## config.mk

```make
export PLATFORM = sky130hd
export DESIGN_NAME = memory_access
export DESIGN_NICKNAME = d
export VERILOG_FILES = /design/src/rtl/memory_access_pkg.sv /design/src/rtl/mem_lane_align.sv /design/src/rtl/memory_access.sv
export SDC_FILE = /design/constraint.sdc
export NUM_CORES = 1
export LEC_CHECK = 0
export ABC_AREA = 1
export ABC_CLOCK_PERIOD_IN_PS = 3500
export CAP_MARGIN = 20
export CORE_UTILIZATION = 25
export DETAILED_ROUTE_END_ITERATION = 10
export PLACE_DENSITY = 0.53
export SETUP_SLACK_MARGIN = 0.2
export SKIP_LAST_GASP = 1
export SYNTH_ARGS = -nofsm -noshare
export SYNTH_HDL_FRONTEND = slang
export SYNTH_SLANG_ARGS = --single-unit
```

## constraint.sdc

```tcl
create_clock -name clk -period 3.5 [get_ports clk]
set_input_delay 0.7 -clock clk [delete_from_list [all_inputs] [get_ports clk]]
set_output_delay 0.7 -clock clk [all_outputs]
set_load 0.01 [all_outputs]
```

## src/rtl/memory_access_pkg.sv

```systemverilog
// rtl/memory_access_pkg.sv - size codes, MemRW bit positions, FSM encoding and timeout default for the MEM stage
package memory_access_pkg;

   localparam logic [1:0] DSIZE_BYTE = 2'b00;
   localparam logic [1:0] DSIZE_HALF = 2'b01;
   localparam logic [1:0] DSIZE_WORD = 2'b10;

   localparam int MEMRW_STORE = 0;
   localparam int MEMRW_LOAD  = 1;

   localparam int TIMEOUT_DEFAULT = 15;

   typedef enum logic [1:0] {
      ST_IDLE = 2'd0,
      ST_WAIT = 2'd1,
      ST_HOLD = 2'd2
   } state_t;

endpackage

```

## src/rtl/mem_lane_align.sv

```systemverilog
// rtl/mem_lane_align.sv - store byte-lane/strobe generation and load shift/extend
module mem_lane_align
   import memory_access_pkg::*;
(
   input  logic [1:0]  addr_lo,
   input  logic [1:0]  dsize,
   input  logic        is_unsigned,
   input  logic [31:0] store_data,
   input  logic [31:0] rdata,
   output logic [3:0]  be,
   output logic [31:0] wdata,
   output logic [31:0] load_data
);

   logic [1:0]  offset;
   logic [31:0] shifted;

   // Address bits below the access size are ignored, so offset drops them.
   always_comb begin
      offset = 2'b00;
      be     = 4'b1111;
      wdata  = store_data;
      case (dsize)
         DSIZE_BYTE: begin
            offset = addr_lo;
            be     = 4'b0001 << addr_lo;
            wdata  = {4{store_data[7:0]}};
         end
         DSIZE_HALF: begin
            offset = {addr_lo[1], 1'b0};
            be     = 4'b0011 << {addr_lo[1], 1'b0};
            wdata  = {2{store_data[15:0]}};
         end
         default: ;
      endcase
      shifted = rdata >> {offset, 3'b000};
      case (dsize)
         DSIZE_BYTE: load_data = {{24{~is_unsigned & shifted[7]}}, shifted[7:0]};
         DSIZE_HALF: load_data = {{16{~is_unsigned & shifted[15]}}, shifted[15:0]};
         default:    load_data = shifted;
      endcase
   end

endmodule

```

## src/rtl/memory_access.sv

```systemverilog
// rtl/memory_access.sv - RV32 MEM stage with req/ready data port, timeout and HOLD buffer; optional MEM_MISALIGN_TRAP_EN
module memory_access
   import memory_access_pkg::*;
#(
   parameter int TIMEOUT_CYCLES = TIMEOUT_DEFAULT
) (
   input  logic        clk,
   input  logic        rst,
   input  logic        keep,
   input  logic        nop,
   input  logic [31:0] ALU_co_pype,
   input  logic [31:0] read_data2_pype2,
   input  logic [4:0]  WReg_pype2,
   input  logic [2:0]  writeback_control_pype2,
   input  logic [31:0] PCp4_pype2,
   input  logic [2:0]  funct3_pype2,
   input  logic [1:0]  MemRW_pype2,
   input  logic [1:0]  dsize_pype2,
   output logic        dmem_req,
   output logic        dmem_we,
   output logic [31:0] dmem_addr,
   output logic [31:0] dmem_wdata,
   output logic [3:0]  dmem_be,
   input  logic        dmem_ready,
   input  logic [31:0] dmem_rdata,
   output logic        mem_stall,
   output logic [31:0] ALU_co_pype3,
   output logic [31:0] load_data_pype3,
   output logic [31:0] PCp4_pype3,
   output logic [4:0]  WReg_pype3,
   output logic [2:0]  writeback_control_pype3,
   output logic        bus_err_pype3,
   output logic        exc_misalign_pype3,
   output logic [31:0] mem_badaddr_pype3
);

   localparam logic [7:0] TIMEOUT_LAST = 8'(TIMEOUT_CYCLES - 1);

   state_t      state, state_next;
   logic [7:0]  cnt, cnt_next;
   logic [31:0] cap_alu, cap_data, cap_pc;
   logic [4:0]  cap_wreg;
   logic [2:0]  cap_wbc;
   logic [1:0]  cap_dsize;
   logic        cap_uns, cap_st, cap_ld;
   logic [31:0] buf_load;
   logic        buf_err;

   logic        use_cap, sel_uns, sel_st, sel_ld;
   logic [31:0] sel_alu, sel_data, sel_pc;
   logic [4:0]  sel_wreg;
   logic [2:0]  sel_wbc;
   logic [1:0]  sel_dsize;
   logic [3:0]  lane_be;
   logic [31:0] lane_wdata, lane_load;

   logic        req, stall, cap_en, buf_en, wb_en, wb_clr, res_err;
   logic [31:0] res_load;
   logic [2:0]  res_wbc;
   logic        unused_funct3;

   assign unused_funct3 = ^funct3_pype2[1:0];

   // Outside IDLE the request and the pass-through fields come from the capture registers.
   assign use_cap   = (state != ST_IDLE);
   assign sel_alu   = use_cap ? cap_alu   : ALU_co_pype;
   assign sel_data  = use_cap ? cap_data  : read_data2_pype2;
   assign sel_pc    = use_cap ? cap_pc    : PCp4_pype2;
   assign sel_wreg  = use_cap ? cap_wreg  : WReg_pype2;
   assign sel_wbc   = use_cap ? cap_wbc   : writeback_control_pype2;
   assign sel_dsize = use_cap ? cap_dsize : dsize_pype2;
   assign sel_uns   = use_cap ? cap_uns   : funct3_pype2[2];
   assign sel_st    = use_cap ? cap_st    : MemRW_pype2[MEMRW_STORE];
   assign sel_ld    = use_cap ? cap_ld    : MemRW_pype2[MEMRW_LOAD];

   mem_lane_align u_lane (
      .addr_lo     (sel_alu[1:0]),
      .dsize       (sel_dsize),
      .is_unsigned (sel_uns),
      .store_data  (sel_data),
      .rdata       (dmem_rdata),
      .be          (lane_be),
      .wdata       (lane_wdata),
      .load_data   (lane_load)
   );

`ifdef MEM_MISALIGN_TRAP_EN
   logic misalign, res_exc;
   assign misalign = ((dsize_pype2 == DSIZE_HALF) && ALU_co_pype[0]) ||
                     ((dsize_pype2 == DSIZE_WORD) && (ALU_co_pype[1:0] != 2'b00));
`endif

   always_comb begin
      state_next = state;
      cnt_next   = cnt;
      req        = 1'b0;
      stall      = 1'b0;
      cap_en     = 1'b0;
      buf_en     = 1'b0;
      wb_en      = 1'b0;
      wb_clr     = 1'b0;
      res_err    = 1'b0;
      res_load   = sel_ld ? lane_load : 32'd0;
      res_wbc    = sel_wbc;
`ifdef MEM_MISALIGN_TRAP_EN
      res_exc    = 1'b0;
`endif
      case (state)
         ST_IDLE: begin
            if (!keep) begin
               if (nop) begin
                  wb_clr = 1'b1;
               end else if (|MemRW_pype2) begin
`ifdef MEM_MISALIGN_TRAP_EN
                  if (misalign) begin
                     wb_en    = 1'b1;
                     res_exc  = 1'b1;
                     res_load = 32'd0;
                     res_wbc  = 3'd0;
                  end else
`endif
                  begin
                     req = 1'b1;
                     if (dmem_ready) begin
                        wb_en = 1'b1;
                     end else begin
                        cap_en     = 1'b1;
                        stall      = 1'b1;
                        state_next = ST_WAIT;
                     end
                  end
               end else begin
                  wb_en = 1'b1;
               end
            end
         end
         ST_WAIT: begin
            req   = 1'b1;
            stall = 1'b1;
            if (dmem_ready || (cnt == TIMEOUT_LAST)) begin
               cnt_next = 8'd0;
               res_err  = ~dmem_ready;
               if (!dmem_ready) begin
                  res_load = 32'd0;
                  res_wbc  = 3'd0;
               end
               if (keep) begin
                  buf_en     = 1'b1;
                  state_next = ST_HOLD;
               end else begin
                  wb_en      = 1'b1;
                  state_next = ST_IDLE;
               end
            end else begin
               cnt_next = cnt + 8'd1;
            end
         end
         ST_HOLD: begin
            stall    = 1'b1;
            res_err  = buf_err;
            res_load = buf_load;
            if (buf_err) res_wbc = 3'd0;
            if (!keep) begin
               wb_en      = 1'b1;
               state_next = ST_IDLE;
            end
         end
         default: state_next = ST_IDLE;
      endcase
   end

   assign dmem_req   = rst & req;
   assign mem_stall  = rst & stall;
   assign dmem_we    = dmem_req & sel_st;
   assign dmem_addr  = dmem_req ? {sel_alu[31:2], 2'b00} : 32'd0;
   assign dmem_wdata = dmem_req ? lane_wdata : 32'd0;
   assign dmem_be    = dmem_req ? lane_be : 4'd0;

   always_ff @(posedge clk or negedge rst) begin
      if (!rst) begin
         state                   <= ST_IDLE;
         cnt                     <= 8'd0;
         cap_alu                 <= 32'd0;
         cap_data                <= 32'd0;
         cap_pc                  <= 32'd0;
         cap_wreg                <= 5'd0;
         cap_wbc                 <= 3'd0;
         cap_dsize               <= 2'd0;
         cap_uns                 <= 1'b0;
         cap_st                  <= 1'b0;
         cap_ld                  <= 1'b0;
         buf_load                <= 32'd0;
         buf_err                 <= 1'b0;
         ALU_co_pype3            <= 32'd0;
         load_data_pype3         <= 32'd0;
         PCp4_pype3              <= 32'd0;
         WReg_pype3              <= 5'd0;
         writeback_control_pype3 <= 3'd0;
         bus_err_pype3           <= 1'b0;
`ifdef MEM_MISALIGN_TRAP_EN
         exc_misalign_pype3      <= 1'b0;
         mem_badaddr_pype3       <= 32'd0;
`endif
      end else begin
         state <= state_next;
         cnt   <= cnt_next;
         if (cap_en) begin
            cap_alu   <= ALU_co_pype;
            cap_data  <= read_data2_pype2;
            cap_pc    <= PCp4_pype2;
            cap_wreg  <= WReg_pype2;
            cap_wbc   <= writeback_control_pype2;
            cap_dsize <= dsize_pype2;
            cap_uns   <= funct3_pype2[2];
            cap_st    <= MemRW_pype2[MEMRW_STORE];
            cap_ld    <= MemRW_pype2[MEMRW_LOAD];
         end
         if (buf_en) begin
            buf_load <= res_load;
            buf_err  <= res_err;
         end
         if (wb_clr) begin
            ALU_co_pype3            <= 32'd0;
            load_data_pype3         <= 32'd0;
            PCp4_pype3              <= 32'd0;
            WReg_pype3              <= 5'd0;
            writeback_control_pype3 <= 3'd0;
            bus_err_pype3           <= 1'b0;
`ifdef MEM_MISALIGN_TRAP_EN
            exc_misalign_pype3      <= 1'b0;
            mem_badaddr_pype3       <= 32'd0;
`endif
         end else if (wb_en) begin
            ALU_co_pype3            <= sel_alu;
            load_data_pype3         <= res_load;
            PCp4_pype3              <= sel_pc;
            WReg_pype3              <= sel_wreg;
            writeback_control_pype3 <= res_wbc;
            bus_err_pype3           <= res_err;
`ifdef MEM_MISALIGN_TRAP_EN
            exc_misalign_pype3      <= res_exc;
            mem_badaddr_pype3       <= res_exc ? ALU_co_pype : 32'd0;
`endif
         end
      end
   end

`ifndef MEM_MISALIGN_TRAP_EN
   assign exc_misalign_pype3 = 1'b0;
   assign mem_badaddr_pype3  = 32'd0;
`endif

endmodule
```

==> results.sh <==
export IMPL_clockPowerShare_pct=21.5
export IMPL_cts_tree="yes"
export IMPL_setup_viol=0
export IMPL_max_slew_margin_pct=27.9
export IMPL_cp_slowest_cell="clkdlybuf4s50_1"
export IMPL_r2r_end="load_data_pype3[16]"
export IMPL_fmax_ghz=0.308
export IMPL_ir_drop_uv=374
export IMPL_route_vias_total=12600
export IMPL_nNetsFinal=2230
export IMPL_power_switching_uw=7250
export IMPL_rsz0062_at_grt="true"
export IMPL_critPathLaunchType="input port"
export IMPL_ios=357
export IMPL_finalWeightedCongestion=0.818
export IMPL_finalHoldViolations=0
export IMPL_crit_chain="clkdlybuf4s50_1, nor2_2, nand3b_1, a21oi_4, buf_4, buf_6, inv_2, buf_12, buf_12, nor2_1, buf_2"
export IMPL_core_area_sq_mm=0.0518
export IMPL_overflow=0
export IMPL_cp_end_kind="primary output"
export IMPL_drt_iter0_drc=701
export IMPL_wl_per_cell_um=15.9
export IMPL_reg2reg_depth=16
export IMPL_grt_max_degree=133
export IMPL_finalPower_uw=17100
export IMPL_crit_required_ps=2800
export IMPL_timing_rr_start="state[0]"
export IMPL_cap_violations=0
export IMPL_chipWidth_um=232
export IMPL_grt_pass1_vias=12200
export IMPL_seq_power_share_pct=28.1
export IMPL_initial_core_util_pct=25.5
export IMPL_min_path_type="in -> async"
export IMPL_syn_avg_cell_area_sq_um=7.52
export IMPL_cp_arrival_ps=2550
export IMPL_synth_seq_area_share_pct=48.6
export IMPL_final_common_cell="nand2_1"
export IMPL_grt_usage_pct=16.4
export IMPL_switching_share_pct=42.5
export IMPL_tightest_slew_ps=1080
export IMPL_cts_root_buffer="clkbuf_16"
export IMPL_routed_via_density=4.52
export IMPL_clock_skew_ps=14.5
export IMPL_portBuffers=319
export IMPL_final_setup_tns_ps=0
export IMPL_r2r_setup_slack_ps=520
export IMPL_antenna_found_initial=5
export IMPL_syn_inst=1757
export IMPL_yosys_warnings=0
export IMPL_placed_area_sq_mm=0.0171
export IMPL_cts_sinks=257
export IMPL_synth_main_ff_cell="dfrtp_1"
export IMPL_leakage_uw=0.00911
export IMPL_die_h_um=232
export IMPL_numCtsBuffers=34
export IMPL_fp_dieArea_sq_mm=0.0538
export IMPL_period_share_pct=92.8
export IMPL_drive_gt1_share_pct=12.0
export IMPL_area_growth_pct=38.4
export IMPL_combPwrFrac_pct=50.4
export IMPL_clkLatencyLatePin_ps=530
export IMPL_slew_viol_final=0
export IMPL_path_common_cell="buf_12"
export IMPL_clockBufferDepth=3
export IMPL_final_cell_area_sq_mm=0.0183
export IMPL_status="finished clean"
export IMPL_antenna_left=0
export IMPL_synth_cell_types=41
export IMPL_synth_edf_count=0
export IMPL_crit_type="in -> out"
export IMPL_ctsHtreeMaxLevel=2
export IMPL_syn_area_sq_mm=0.0132
export IMPL_power_internal_uw=9810
export IMPL_drt_first_pass_iters=5
export IMPL_clkTransAtPathRegs_ps=60
export IMPL_wl_mm=44.3
export IMPL_grt_pass1_wl_mm=68.8
export IMPL_synth_seq_cells=257
export IMPL_rows=83
export IMPL_crit_fanout=28
export IMPL_dp_hpwl_mm=30.8
export IMPL_period_minus_slack_ps=3250
export IMPL_async_flop_share_pct=100
export IMPL_power_density_mw_per_mm2=932
export IMPL_mostFrequentLayoutCells="nand2_1, dfrtp_1, clkdlybuf4s50_1, o21ai_0, inv_1"
export IMPL_drc_errors=0
export IMPL_crit_path_max_incr_delay_ps=450
## power by group through the flow
stage               combinational, uW  sequential (uW)  clock, uW
detailed placement               8590             4850          0
finish                           8590             4800       3670
CTS                              8700             4810       3810
global route                     9540             4950       3920
global placement                 8490             4810          0
floorplan                        4850             4930          0
## routing by layer
layer | share of wire [%] | wire [um] | GRT usage (%) | up-vias
met4 | 3.1 | 1370 | 6.48 | 6
met5 | 0.090 | 40 | 0 | -
li1 | - | - | - | 6166
met3 | 5.7 | 2510 | 3.52 | 87
met1 | 43 | 19200 | 20.6 | 5990
met2 | 48 | 21200 | 27.2 | 331
## stage by stage
stage          setup slack, ps  hold slack (ps)  util, %  instances
5_1_grt                    102              323     35.3       2781
2_1_floorplan              759              404        -       1791
6_report                   253              280     35.3       2781
4_1_cts                    125              267     35.4       2776
3_5_place_dp              -124              459     33.0       2700
3_3_place_gp              -104              456     33.0       2700
## area by class of cell
type / count / area, sq um
multi-input combinational: 1250 / 5720
antenna: 1 / 2.50
timing repair buffer: 392 / 3580
clock buffer: 49 / 1050
clock inverter: 11 / 138
fill: 5437 / 33500
tap: 680 / 851
inverter: 141 / 531
sequential: 257 / 6430
## sequential cells by signal, indices dropped and copies added (netlist names), 2 cells and up
| register | flops |
|---|---|
| PCp4_pype3 | 32 |
| ALU_co_pype3 | 32 |
| load_data_pype3 | 32 |
| state | 2 |
| cap_dsize | 2 |
| writeback_control_pype3 | 3 |
| cnt | 8 |
| buf_load | 32 |
| WReg_pype3 | 5 |
| cap_pc | 32 |
| cap_data | 32 |
| cap_alu | 32 |
| cap_wreg | 5 |
| cap_wbc | 3 |
## logic make-up after synthesis
family                   synth area share [%]
AND/OR/NAND/NOR                          28.4
AO/OA/AOI/OAI                            12.5
buffers and inverters                    9.76
flip-flops                               48.6
adder cells (fa/ha/maj)                 0.568
XOR/XNOR                               0.0663
other                                  0.0284
## critical path, delay by kind of cell
family | cells | cell delay (ps)
AO/OA/AOI/OAI | 1 | 70
buffers and inverters | 7 | 1290
AND/OR/NAND/NOR | 3 | 450
## synth_stat cells (all sizes together) (2+ instances only)
cell      n  area [sq um]
a21oi    39           195
a221oi    7          61.3
buf      78           517
clkbuf   65           244
clkinv    2          7.51
dfrtp   257          6430
ha        6          75.1
inv     139           522
nand2   664          2630
nand3   132           713
nand3b    2          15.0
nand4     3          18.8
nor2     78           319
nor3      6          30.0
nor3b     2          15.0
o211ai    5          37.5
o21ai   262          1320
## worst max-delay path by stage
stage / cells past startpoint / end / start
6_report: 11 / dmem_addr[23] / MemRW_pype2[1]
5_1_grt: 13 / dmem_addr[22] / state[1]
4_1_cts: 12 / dmem_we / state[1]
3_5_place_dp: 10 / dmem_addr[24] / MemRW_pype2[1]
3_3_place_gp: 10 / dmem_addr[26] / MemRW_pype2[1]
2_1_floorplan: 10 / dmem_wdata[30] / state[0]
## what timing repair did
action                     in CTS  in global routing
pin swaps                       6                  4
gates cloned                    1                  0
hold buffers                    0                  0
setup buffers                  15                  2
setup endpoints to repair      69                 67
resized for setup             189                 74
(Power assumes the default switching activity.)
